<file path="config.mk">
export PLATFORM = sky130hd
export DESIGN_NAME = dds_multi_core
export DESIGN_NICKNAME = d
export VERILOG_FILES = /design/src/rtl/dds_multi_core.sv
export SDC_FILE = /design/constraint.sdc
export NUM_CORES = 1
export LEC_CHECK = 0
export ABC_CLOCK_PERIOD_IN_PS = 6020
export CAP_MARGIN = 20
export CORE_MARGIN = 1
export CORE_UTILIZATION = 68
export CTS_CLUSTER_SIZE = 25
export DETAILED_ROUTE_END_ITERATION = 12
export PLACE_DENSITY = 0.86
export SYNTH_ARGS = -nofsm -noshare
export SYNTH_HDL_FRONTEND = slang
export SYNTH_SLANG_ARGS = --single-unit
</file>
<file path="constraint.sdc">
create_clock -name clk -period 6.02 [get_ports clk]
set_input_delay 0.903 -clock clk [delete_from_list [all_inputs] [get_ports clk]]
set_output_delay 0.903 -clock clk [all_outputs]
set_load 0.05 [all_outputs]
</file>
<file path="src/rtl/dds_multi_core.sv">
// Multi-channel DDS core: per-channel shadow/active registers, phase accumulator and 3-stage sample pipeline.
// Optional linear FTW sweep is compiled in with `define DDS_SWEEP_EN.
module dds_multi_core #(
    parameter int CH        = 2,
    parameter int PHASE_W   = 32,
    parameter int OUT_W     = 10,
    parameter int LUT_AW    = 8,
    parameter     SINE_FILE = "sine.hex"
) (
    input  logic                  clk,
    input  logic                  rst_n,
    input  logic                  cfg_valid,
    output logic                  cfg_ready,
    input  logic [2:0]            cfg_ch,
    input  logic [2:0]            cfg_addr,
    input  logic [PHASE_W-1:0]    cfg_data,
    output logic [CH*OUT_W-1:0]   wave_data,
    output logic                  wave_valid
);

    localparam logic [OUT_W-1:0] MID = {1'b1, {(OUT_W-1){1'b0}}};

    // Sine table is generated at elaboration (Bhaskara approximation) so no init file has to ship with the core.
    function automatic logic [OUT_W-1:0] sine_entry(input int idx);
        longint half, i, amp, num, den, mag;
        half = longint'(1) << (LUT_AW - 1);
        i    = (longint'(idx) >= half) ? longint'(idx) - half : longint'(idx);
        amp  = (longint'(1) << (OUT_W - 1)) - longint'(1);
        num  = longint'(16) * i * (half - i) * amp;
        den  = longint'(5) * half * half - longint'(4) * i * (half - i);
        mag  = (longint'(2) * num + den) / (longint'(2) * den);
        if (longint'(idx) >= half)
            return OUT_W'((longint'(1) << (OUT_W - 1)) - mag);
        else
            return OUT_W'((longint'(1) << (OUT_W - 1)) + mag);
    endfunction

    function automatic logic [OUT_W-1:0] scale_amp(input logic [OUT_W-1:0] v, input logic [1:0] sh);
        logic signed [OUT_W-1:0] s;
        s = $signed(v ^ MID) >>> sh;
        return $unsigned(s) ^ MID;
    endfunction

    logic [OUT_W-1:0] sine_rom_s [2**LUT_AW];
    logic             cfg_ready_q;
    logic [1:0]       fill_q;
    logic             wave_valid_q;
    logic             wr_s;
    logic             ch_ok_s;

    for (genvar i = 0; i < 2**LUT_AW; i++) begin : g_rom
        assign sine_rom_s[i] = sine_entry(i);
    end

    assign wr_s       = cfg_valid && cfg_ready_q;
    assign ch_ok_s    = ({29'd0, cfg_ch} < 32'(CH));
    assign cfg_ready  = cfg_ready_q;
    assign wave_valid = wave_valid_q;

    // Port handshake and pipeline-fill tracking.
    always_ff @(posedge clk) begin
        if (!rst_n) begin
            cfg_ready_q  <= 1'b1;
            fill_q       <= 2'd0;
            wave_valid_q <= 1'b0;
        end else begin
            cfg_ready_q  <= !(wr_s && ch_ok_s && (cfg_addr == 3'd7));
            fill_q       <= (fill_q == 2'd2) ? fill_q : fill_q + 2'd1;
            wave_valid_q <= wave_valid_q || (fill_q == 2'd2);
        end
    end

    for (genvar k = 0; k < CH; k++) begin : g_ch
        logic               hit_s, commit_s, clear_s;
        logic [PHASE_W-1:0] ftw_sh_q, pow_sh_q, ftw_act_q, pow_act_q;
        logic [PHASE_W-1:0] acc_q, acc_d, ftw_act_d, ph_q;
        logic [1:0]         mode_sh_q, amp_sh_q, mode_act_q, amp_act_q;
        logic [1:0]         mode1_q, amp1_q, amp2_q;
        logic               en_sh_q, en_act_q, en1_q, en2_q;
        logic [OUT_W-1:0]   v_d, v_q, out_q;
`ifdef DDS_SWEEP_EN
        logic [PHASE_W-1:0] step_sh_q, end_sh_q, step_act_q, end_act_q, ftw_start_q;
        logic               swp_sh_q, swp_act_q;
        logic [PHASE_W:0]   sum_s;
`endif

        assign hit_s    = wr_s && (cfg_ch == 3'(k));
        assign commit_s = hit_s && (cfg_addr == 3'd7);
        assign clear_s  = commit_s && cfg_data[0];

        // Shadow register writes; reserved/absent addresses fall through.
        always_ff @(posedge clk) begin
            if (!rst_n) begin
                ftw_sh_q  <= {PHASE_W{1'b0}};
                pow_sh_q  <= {PHASE_W{1'b0}};
                mode_sh_q <= 2'd0;
                amp_sh_q  <= 2'd0;
                en_sh_q   <= 1'b0;
`ifdef DDS_SWEEP_EN
                swp_sh_q  <= 1'b0;
                step_sh_q <= {PHASE_W{1'b0}};
                end_sh_q  <= {PHASE_W{1'b0}};
`endif
            end else if (hit_s) begin
                case (cfg_addr)
                    3'd0: ftw_sh_q  <= cfg_data;
                    3'd1: pow_sh_q  <= cfg_data;
                    3'd2: mode_sh_q <= cfg_data[1:0];
                    3'd3: amp_sh_q  <= cfg_data[1:0];
                    3'd4: begin
                        en_sh_q  <= cfg_data[0];
`ifdef DDS_SWEEP_EN
                        swp_sh_q <= cfg_data[1];
`endif
                    end
`ifdef DDS_SWEEP_EN
                    3'd5: step_sh_q <= cfg_data;
                    3'd6: end_sh_q  <= cfg_data;
`endif
                    default: ;
                endcase
            end
        end

        // Accumulator advances with the FTW active before this edge, so a commit never skews the current step.
        always_comb begin
            if (clear_s)
                acc_d = {PHASE_W{1'b0}};
            else if (en_act_q)
                acc_d = acc_q + ftw_act_q;
            else
                acc_d = acc_q;
        end

`ifdef DDS_SWEEP_EN
        assign sum_s = {1'b0, ftw_act_q} + {1'b0, step_act_q};

        // Sawtooth sweep: reload the committed start FTW on reaching the end value or on carry-out.
        always_comb begin
            if (commit_s)
                ftw_act_d = ftw_sh_q;
            else if (en_act_q && swp_act_q) begin
                if (sum_s[PHASE_W] || (sum_s[PHASE_W-1:0] >= end_act_q))
                    ftw_act_d = ftw_start_q;
                else
                    ftw_act_d = sum_s[PHASE_W-1:0];
            end else
                ftw_act_d = ftw_act_q;
        end
`else
        // Active FTW only moves on commit.
        always_comb begin
            if (commit_s)
                ftw_act_d = ftw_sh_q;
            else
                ftw_act_d = ftw_act_q;
        end
`endif

        // Active registers and accumulator.
        always_ff @(posedge clk) begin
            if (!rst_n) begin
                acc_q      <= {PHASE_W{1'b0}};
                ftw_act_q  <= {PHASE_W{1'b0}};
                pow_act_q  <= {PHASE_W{1'b0}};
                mode_act_q <= 2'd0;
                amp_act_q  <= 2'd0;
                en_act_q   <= 1'b0;
`ifdef DDS_SWEEP_EN
                swp_act_q   <= 1'b0;
                step_act_q  <= {PHASE_W{1'b0}};
                end_act_q   <= {PHASE_W{1'b0}};
                ftw_start_q <= {PHASE_W{1'b0}};
`endif
            end else begin
                acc_q     <= acc_d;
                ftw_act_q <= ftw_act_d;
                if (commit_s) begin
                    pow_act_q  <= pow_sh_q;
                    mode_act_q <= mode_sh_q;
                    amp_act_q  <= amp_sh_q;
                    en_act_q   <= en_sh_q;
`ifdef DDS_SWEEP_EN
                    swp_act_q   <= swp_sh_q;
                    step_act_q  <= step_sh_q;
                    end_act_q   <= end_sh_q;
                    ftw_start_q <= ftw_sh_q;
`endif
                end
            end
        end

        // Waveform select from the registered phase.
        always_comb begin
            case (mode1_q)
                2'd0:    v_d = sine_rom_s[ph_q[PHASE_W-1 -: LUT_AW]];
                2'd1:    v_d = ph_q[PHASE_W-1] ? {OUT_W{1'b0}} : {OUT_W{1'b1}};
                2'd2:    v_d = ph_q[PHASE_W-1] ? ~ph_q[PHASE_W-2 -: OUT_W] : ph_q[PHASE_W-2 -: OUT_W];
                2'd3:    v_d = ph_q[PHASE_W-1 -: OUT_W];
                default: v_d = MID;
            endcase
        end

        // Sample pipeline; mode/amp/enable travel with the phase they belong to.
        always_ff @(posedge clk) begin
            if (!rst_n) begin
                ph_q    <= {PHASE_W{1'b0}};
                mode1_q <= 2'd0;
                amp1_q  <= 2'd0;
                en1_q   <= 1'b0;
                v_q     <= MID;
                amp2_q  <= 2'd0;
                en2_q   <= 1'b0;
                out_q   <= MID;
            end else begin
                ph_q    <= acc_q + pow_act_q;
                mode1_q <= mode_act_q;
                amp1_q  <= amp_act_q;
                en1_q   <= en_act_q;
                v_q     <= v_d;
                amp2_q  <= amp1_q;
                en2_q   <= en1_q;
                out_q   <= en2_q ? scale_amp(v_q, amp2_q) : MID;
            end
        end

        assign wave_data[k*OUT_W +: OUT_W] = out_q;
    end

endmodule
</file>
Word level (Yosys, flattened, before mapping)

Memory sizes are Yosys's and may differ from the RTL's.
Index checks and enable logic that the tools add are counted.

Add/sub/neg operators: 5
Order comparisons: 3
Equal/unequal tests: 13
Shift-type cells: 2
Muxes and demuxes: 10
Bitwise gates (word level): 9
Reduce and logical (&&, ||, !) cells: 29

Operators with widths:

| kind                | number |
|---|---|
| $add 32x32->32      | 4 |
| $mux 10             | 8 |
| $pmux 10 s4         | 2 |
| $reduce_and 2->1    | 12 |
| $not 10->10         | 2 |
| $sshr 10x2->10      | 2 |
| $ge 9x9->1 const B  | 2 |
| $not 8->9           | 2 |
| $eq 2x2->1 const B  | 5 |
| $logic_and 1x1->1   | 9 |
| $eq 3x1->1 const B  | 2 |
| $eq 3x2->1 const B  | 2 |
| $eq 3x3->1 const B  | 2 |
| $logic_not 3->1     | 2 |
| $not 1->1           | 5 |
| $eq 2x1->1 const B  | 2 |
| $logic_not 2->1     | 2 |
| $reduce_or 2->1     | 2 |
| $lt 3x2->1 const B  | 1 |
| $add 2x1->2 const B | 1 |
| $logic_not 1->1     | 1 |
| $logic_or 1x1->1    | 1 |

Bits in registers: 464
Memory bits (read-only): 5120
Output and inout bits: 22
Memories: 2

Memories:

| memory          | words | width | rd ports | clocked after Yosys merged registers in | write ports | RTL line | RTL |
|---|---|---|---|---|---|---|---|
| (no name shown) | 256   | 10    | 1        | 0                                       | 0           | 196      | `2'd0: v_d = sine_rom_s[ph_q[PHASE_W-1 -: LUT_AW]];` |
| (no name shown) | 256   | 10    | 1        | 0                                       | 0           | 196      |  |

Longest topological paths before layout

Gate-level depths: netlist of run 1.

Depth after elaboration: 5
Mapped depth: 14

Worst setup path after synthesis of run 1

OpenSTA, ideal clock, no wires.

Kind: register -> register
From: reg g_ch[1].ph_q[24]
To: reg g_ch[1].v_q[3]
Library setup time: 0.070 ns
Arrival time: 2.978 ns
Slack: 2.972 ns
Stages on the path, launching flop included: 12
Path buffers: 4
Clock period less this slack: 3.048 ns
Path through: dfxtp_1 > clkbuf_1 > clkbuf_1 > inv_1 > ha_1 > clkbuf_1 > buf_2 > a211oi_1 > a211oi_1 > mux4_2 > mux4_2 > a21oi_1

Longest elaborated chain between the ends: 5
Elaborated cells between the ends (all ways): 7

RTL lines:

| element                                     | RTL line | RTL |
|---|---|---|
| start, declared                             | 76       | `logic [PHASE_W-1:0] acc_q, acc_d, ftw_act_d, ph_q;` |
| start signal, assigned                      | 207      | `ph_q <= {PHASE_W{1'b0}};` |
| start signal, assigned                      | 216      | `ph_q <= acc_q + pow_act_q;` |
| $not 8->9 (implied by the code)             | 196      |  |
| $mem_v2 256x10                              | n/a      |  |
| $mux 10 (implied by the code) (2 in series) | 196      |  |
| $pmux 10 s4 *                               | 195      | `case (mode1_q)` |
| end signal, assigned                        | 220      | `v_q <= v_d;` |
| end, declared                               | 80       | `logic [OUT_W-1:0] v_d, v_q, out_q;` |

Mark *: on every way between the ends. The rest lies on a longest branch, timed or not. The select of a mux whose other input is x is not followed.
A chain may end at the register's enable or synchronous reset.

Worst setup path in the final report of run 1

From: reg g_ch[1].ph_q[24]
To: reg g_ch[1].v_q[1]

Longest elaborated chain between the ends: 5

RTL lines:

| element                                     | RTL line |
|---|---|
| $not 8->9 (implied by the code)             | 196 |
| $mem_v2 256x10                              | n/a |
| $mux 10 (implied by the code) (2 in series) | 196 |
| $pmux 10 s4                                 | 195 |

No other way between the ends. The select of a mux whose other input is x is not followed.

==> results of run 1 <==
cell type report:
type                       instances  share of cell area, %
tap                              468                  2.154
clock inverter                    18                 0.8470
multi-input combinational       2626                  57.48
antenna                            2                0.01841
timing repair buffer             102                  3.434
sequential                       422                  31.12
clock buffer                      56                  4.359
inverter                          41                 0.5938
cell usage after synthesis (all sizes together), types with 14 or more instances:
| cell type | count |
|---|---|
| a211oi | 50 |
| a21boi | 37 |
| a21o | 74 |
| a21oi | 463 |
| a221o | 15 |
| a221oi | 14 |
| a311oi | 16 |
| a31oi | 34 |
| and2 | 37 |
| and3 | 22 |
| buf | 58 |
| clkbuf | 191 |
| dfxtp | 422 |
| ha | 149 |
| inv | 36 |
| mux2i | 59 |
| mux4 | 22 |
| nand2 | 711 |
| nand2b | 32 |
| nand3 | 65 |
| nor2 | 243 |
| nor2b | 51 |
| nor3 | 40 |
| o211ai | 38 |
| o21a | 14 |
| o21ai | 171 |
| o22ai | 29 |
| xnor2 | 51 |
| xor2 | 26 |
flip-flops by register name (all words and copies together) (netlist names), 2 cells and up:
register	flops
g_ch.acc_q	64
g_ch.mode_act_q	4
g_ch.v_q	20
g_ch.pow_sh_q	64
g_ch.ph_q	22
g_ch.amp_sh_q	4
g_ch.amp2_q	4
g_ch.amp1_q	4
fill_q	2
g_ch.amp_act_q	4
g_ch.en_sh_q	2
g_ch.en1_q	2
g_ch.pow_act_q	64
g_ch.ftw_sh_q	64
g_ch.en2_q	2
g_ch.ftw_act_q	64
g_ch.out_q	20
g_ch.en_act_q	2
g_ch.mode1_q	4
g_ch.mode_sh_q	4
kinds of logic (layout without fill, tap and decap cells):
family                   after synthesis  after routing
flip-flops                           422            422
other                                  0              2
adder cells (fa/ha/maj)              151            151
XOR/XNOR                              77             77
AO/OA/AOI/OAI                       1051           1051
buffers and inverters                290            217
multiplexers                          84             84
AND/OR/NAND/NOR                     1263           1263
worst max-delay path, stage by stage, from the launching register on:
cell and delay [ns]:
dfxtp_1 0.31, buf_4 0.32, inv_1 0.17, ha_1 0.31, buf_4 0.25, and2_1 0.34, o21ai_0 0.27, and3_1 0.24
a2111oi_0 0.87, o311ai_1 0.25, and3_1 0.24
placed cells by master (no fill, tap or decap), types with 35 or more instances in the layout:
cell type          n
clkdlybuf4s50_1   61
a211oi_1          50
nor2_1           240
nand2_1          709
dfxtp_1          414
buf_4             38
inv_1             35
clkbuf_16         43
o21ai_0          158
nor3_1            40
and2_1            36
nor2b_1           50
o211ai_1          38
a21o_1            74
xnor2_1           51
mux2i_1           59
a21oi_1          462
ha_1             149
nand3_1           65
metal layers:
metal	vias up	wire, um	part of all wire [%]
li1	11590	-	-
met1	11630	29340	39
met2	1323	35570	47
met3	272	6558	8.7
met4	4	3735	5.0
met5	-	23	0.031
worst max path at each step:
stage               cells after the start                end             start
floorplan                              11     g_ch[1].v_q[3]  g_ch[1].ph_q[24]
global placement                       10  g_ch[1].acc_q[24]         cfg_valid
detailed placement                     10  g_ch[1].acc_q[24]         cfg_valid
CTS                                     8     g_ch[1].v_q[4]  g_ch[1].ph_q[26]
global route                           11     g_ch[0].v_q[3]  g_ch[0].ph_q[25]
finish                                 10     g_ch[1].v_q[1]  g_ch[1].ph_q[24]
power groups by stage:
stage | sequential (mW) | combinational (mW) | clock (mW)
finish | 2.81 | 0.167 | 2.66
CTS | 2.81 | 0.164 | 2.68
detailed placement | 2.88 | 0.163 | 0
floorplan | 2.88 | 0.0847 | 0
global placement | 2.88 | 0.158 | 0
global route | 2.81 | 0.176 | 2.80
through the flow:
stage	util [%]	hold slack (ns)	instances	worst slack, ns	total power, mW
finish	74.42	0.4293	3735	2.317	5.644
global route	74.41	0.4577	3733	2.328	5.793
CTS	74.32	0.4285	3731	2.582	5.662
detailed placement	70.45	0.4191	3657	2.209	3.039
global placement	70.45	0.4205	3657	2.269	3.033
floorplan	-	0.4119	3338	2.972	2.965
==> impl_metrics.yaml, run 1 <==
synth:
  async_reset_ff_share_pct: 0
  synth_top_family_by_area: "compound AO/OA/AOI/OAI gates"
  synth_compound_area_share_pct: 25.68
  ys_warn_count: 0
  syn_area_per_cell_um2: 7.540
  synth-xor-area-share_pct: 2.679
  ys_seq_area_share_pct: 33.57
  synth_ff_type: "dfxtp_1"
  synth_simple_gate_area_share_pct: 21.56
  netlist_area_um2: 25170
  synthTopCellsByArea: "dfxtp_1 34%, nand2_1 11%, a21oi_1 9.2%"
  netlist.top_cell.by_area: "dfxtp_1"
  muxShareOfSynthArea_pct: 4.449
  synth_fp_nets: 3530
  synth_edf_count: 0
  netlist_instances: 3338
  synth.distinct_cells: 81
  synth_fa_ha_area_share_pct: 7.566
  yosys_register_bits: 422
  synth_top_area_share_pct: 33.57
drt:
  vias_per_cell: 6.643
  dr.pass1.iters: 7
  ant_nets: 0
  vias: 24810
  initialDrtViolationCount: 2577
  drc: 0
  wl_per_cell_um: 20.14
  wl_mm: 75.23
cts:
  clk_pin_slew_worst_paths_ns: 0.06
  cts_repair_resize_count: 0
  cts_setup_buffers: 0
  cts_root_buffer: "clkbuf_16"
  clock_tree.buffer_depth: 3
  cts_buffers: 42
  h-tree-depth: 2
  cts_sinks: 422
  cts_hold_buf: 0
  cts_tree: "done"
  clk_latency_ns: 0.59
power:
  intPower_mw: 4.389
  p_sw_share_pct: 22.24
  p_comb_share_pct: 3.0
  leakage_nw: 10.43
  ir_drop_mv: 0.2575
  switchingPower_mw: 1.255
  powerDensity_nw_per_um2: 207.6
  seq_power_share_pct: 49.9
  p_clk_share_pct: 47.2
timing:
  tns_ns: 0
  fin_skew_ns: 0.03608
  fmax_mhz: 270.1
  finalHoldViolCount: 0
  min_period_over_period_pct: 61.51
  timing.final.max_slew_violations: 0
  setup_viol: 0
  worst_pin_slew_ns: 1.076
  post-route-min-period_ns: 3.703
  maxSlewHeadroom_pct: 28.18
  rsz0062_at_grt: "no"
worst_hold_path:
  hold_path_end: "g_ch[0].ftw_act_q[25]"
  min_path_type: "reg2reg"
  whs_path_depth: 2
  holdCritStartpoint: "g_ch[0].ftw_sh_q[25]"
final_layout:
  seq_area_um2: 8458
  fin_area_um2: 27180
  fillCellCount: 2755
  multi_input_area_um2: 15620
  finalNetCount: 3427
  post_route_cells_drive_above_1_share_pct: 5.237
  synthToLayoutAreaGrowth_pct: 7.994
placement:
  place_area_um2: 25730
  hpwl_mm: 50.40
  gp_congestion: 1.004
  portBuffers: 62
global_route:
  grt_start_max_net_pins: 168
  grt_remaining_overflow: 0
  antenna_found_initial: 5
  busiest_layer: "met2"
  use_met3_pct: 6.455
  grt_pass1_vias: 23490
  grt_pass1_wl_mm: 120.7
  use_met2_pct: 64.75
  use_met1_pct: 48.38
  grt_usage_pct: 38.85
critical_path:
  start_kind: "flop"
  cp-end-kind: "flop"
  worstSetupPathType: "reg2reg"
  critPathArrivalTime_ns: 4.16
  worstPathRequired_ns: 6.48
  r2r-start: "g_ch[1].ph_q[24]"
  path_max_fanout: 24
  reg2regPathDepth: 10
  r2r_slack_ns: 2.32
  reg2reg_to: "g_ch[1].v_q[1]"
flow_run:
  drv_cap: 0
floorplanning:
  pin_count: 63
  die_w_um: 194.4
  fp-row-count: 70
  die_y_um: 194.4
  initial_utilization_pct: 68.91
  core_um2: 36520
  die_area_um2: 37790
status:
  outcome: "finished, final reports clean"
(Power assumes the default switching activity.)
==> run 2: changes to the inputs <==
Settings changed: ABC_CLOCK_PERIOD_IN_PS 6020 to 3300, CORE_UTILIZATION 68 to 57, PLACE_DENSITY 0.86 to 0.77.
Clock period 6.02 ns to 3.3 ns, I/O delays scaled along.
==> impl_metrics.yaml, run 2 (synthesis results as in run 1) <==
status:
  outcome: "finished, final reports clean"
cts:
  cts_sinks: 422
  cts_buffers: 45
  cts_setup_buffers: 0
  cts_hold_buf: 0
  cts_root_buffer: "clkbuf_16"
  cts_tree: "done"
  h-tree-depth: 2
  clk_pin_slew_worst_paths_ns: 0.07
  cts_repair_resize_count: 0
  clk_latency_ns: 0.58
  clock_tree.buffer_depth: 3
power:
  powerDensity_nw_per_um2: 374.8
  ir_drop_mv: 0.4398
  leakage_nw: 10.70
global_route:
  grt_remaining_overflow: 0
  grt_start_max_net_pins: 128
  antenna_found_initial: 6
  grt_usage_pct: 32.79
  grt_pass1_wl_mm: 119.6
  grt_pass1_vias: 23170
drt:
  vias_per_cell: 6.303
  ant_nets: 0
  dr.pass1.iters: 6
  wl_mm: 74.86
  drc: 0
  wl_per_cell_um: 19.19
  vias: 24590
  initialDrtViolationCount: 2694
critical_path:
  crit_chain: "ha_1 -> inv_1 -> fa_1 -> nor2b_4 -> o31a_1 -> o311ai_2 -> and2b_1 -> o21ai_2 -> a311oi_2 -> o21ai_1 -> nor4b_1 -> a311o_1"
  cp-startpoint: "g_ch[1].ftw_act_q[0]"
  reg2reg_to: "g_ch[1].acc_q[24]"
  r2r_slack_ns: 0.33
  worst_path_dominant_cell_family: "compound AO/OA/AOI/OAI gates"
  start_kind: "flop"
  cp.depth: 12
  reg2regPathDepth: 12
  worstSetupPathType: "reg2reg"
  slowest_stage: "a311oi_2"
  r2r-start: "g_ch[1].ftw_act_q[0]"
  worstPathRequired_ns: 3.77
  critPathArrivalTime_ns: 3.44
  path_max_fanout: 3
  cp_slowest_stage_delay_ns: 0.40
  critPathBufInv: 1
  worstSetupEndpoint: "g_ch[1].acc_q[24]"
  cp-end-kind: "flop"
timing:
  worst_pin_slew_ns: 0.8209
  finalHoldViolCount: 0
  timing.final.max_slew_violations: 0
  fmax_mhz: 336.2
  maxSlewHeadroom_pct: 45.27
  rsz0062_at_grt: "no"
  layout_setup_ws_ns: 0.3259
  min_period_over_period_pct: 90.12
  post-route-min-period_ns: 2.974
  setup_viol: 0
  fin_skew_ns: 0.02502
  hold_ws_ns: 0.2650
  tns_ns: 0
placement:
  gp_congestion: 1.018
  hpwl_mm: 52.21
  dpl_worst_slack_ns: 0.3455
  place_area_um2: 26320
  portBuffers: 62
floorplanning:
  pin_count: 63
  die_area_um2: 45000
  die_y_um: 212.1
  initial_utilization_pct: 58.17
  fp-row-count: 76
  core_um2: 43270
  die_w_um: 212.1
worst_hold_path:
  min_path_type: "in2reg"
final_layout:
  layout_commonest_cell: "nand2_1"
  fin_area_um2: 27770
  num_antenna_cells: 0
  synthToLayoutAreaGrowth_pct: 10.33
  post_route_cells_drive_above_1_share_pct: 6.695
  final_cell_mix: "709 x nand2_1, 462 x a21oi_1, 414 x dfxtp_1"
  finalNetCount: 3476
flow_run:
  drv_cap: 0
## run 2: cell count changes in the layout (fill, tap and decap cells not counted)
cell	delta
buf_12	+7
buf_16	-1
buf_2	-1
buf_4	+41
bufinv_16	-2
clkbuf_16	+4
clkbuf_8	+1
clkinv_16	-2
clkinv_4	+3
clkinvlp_4	-1
diode_2	-2
inv_6	+2
## run 2: worst register-to-register path, stage by stage, from the launching register on
cell and delay [ns]:
dfxtp_1 0.32, ha_1 0.23, inv_1 0.08, fa_1 0.27, nor2b_4 0.06, o31a_1 0.29, o311ai_2 0.31, and2b_1 0.20
o21ai_2 0.08, a311oi_2 0.40, o21ai_1 0.16, nor4b_1 0.16, a311o_1 0.33
## run 2: worst min path at each step
| stage | from | endpoint | slack (ns) | cells past startpoint |
|---|---|---|---|---|
| finish | rst_n | g_ch[0].v_q[9] | 0.26 | 2 |
| global route | rst_n | g_ch[0].v_q[9] | 0.27 | 2 |
| CTS | rst_n | g_ch[0].v_q[9] | 0.25 | 2 |
| detailed placement | g_ch[0].en1_q | g_ch[0].en2_q | 0.42 | 1 |
| global placement | g_ch[0].amp1_q[1] | g_ch[0].amp2_q[1] | 0.42 | 1 |
| floorplan | g_ch[0].amp1_q[0] | g_ch[0].amp2_q[0] | 0.41 | 1 |
## run 2: report_power, final
group / leakage, nW / internal (mW) / switching (mW)
combinational: 6.58 / 0.109 / 0.207
clock: 0.714 / 2.85 / 2.11
sequential: 3.40 / 5.12 / 0.0163
total: 10.7 / 8.08 / 2.33
## run 2: final cells by class
class | count | area (um^2)
multi-input cells | 2626 | 15620
fillers | 3730 | 15500
flip-flops and latches | 422 | 8458
repair buffers | 148 | 1349
clock buffers | 61 | 1299
well taps | 585 | 732.0
inverters | 41 | 161.4
clock inverters | 18 | 146.4
## run 2: stage by stage
stage | instances | util, % | power, mW
2_1_floorplan | 3338 | - | 5.409
3_3_place_gp | 3822 | 60.84 | 5.548
3_5_place_dp | 3822 | 60.84 | 5.560
4_1_cts | 3901 | 64.18 | 10.48
5_1_grt | 3901 | 64.18 | 10.70
6_report | 3901 | 64.18 | 10.41
## run 2: layer usage
metal	track usage, %	vias up	share of wire [%]
li1	-	11670	-
met5	0	-	0.11
met3	5.894	241	8.2
met2	54.36	1155	47
met1	41.09	11510	40
met4	15.69	12	4.6
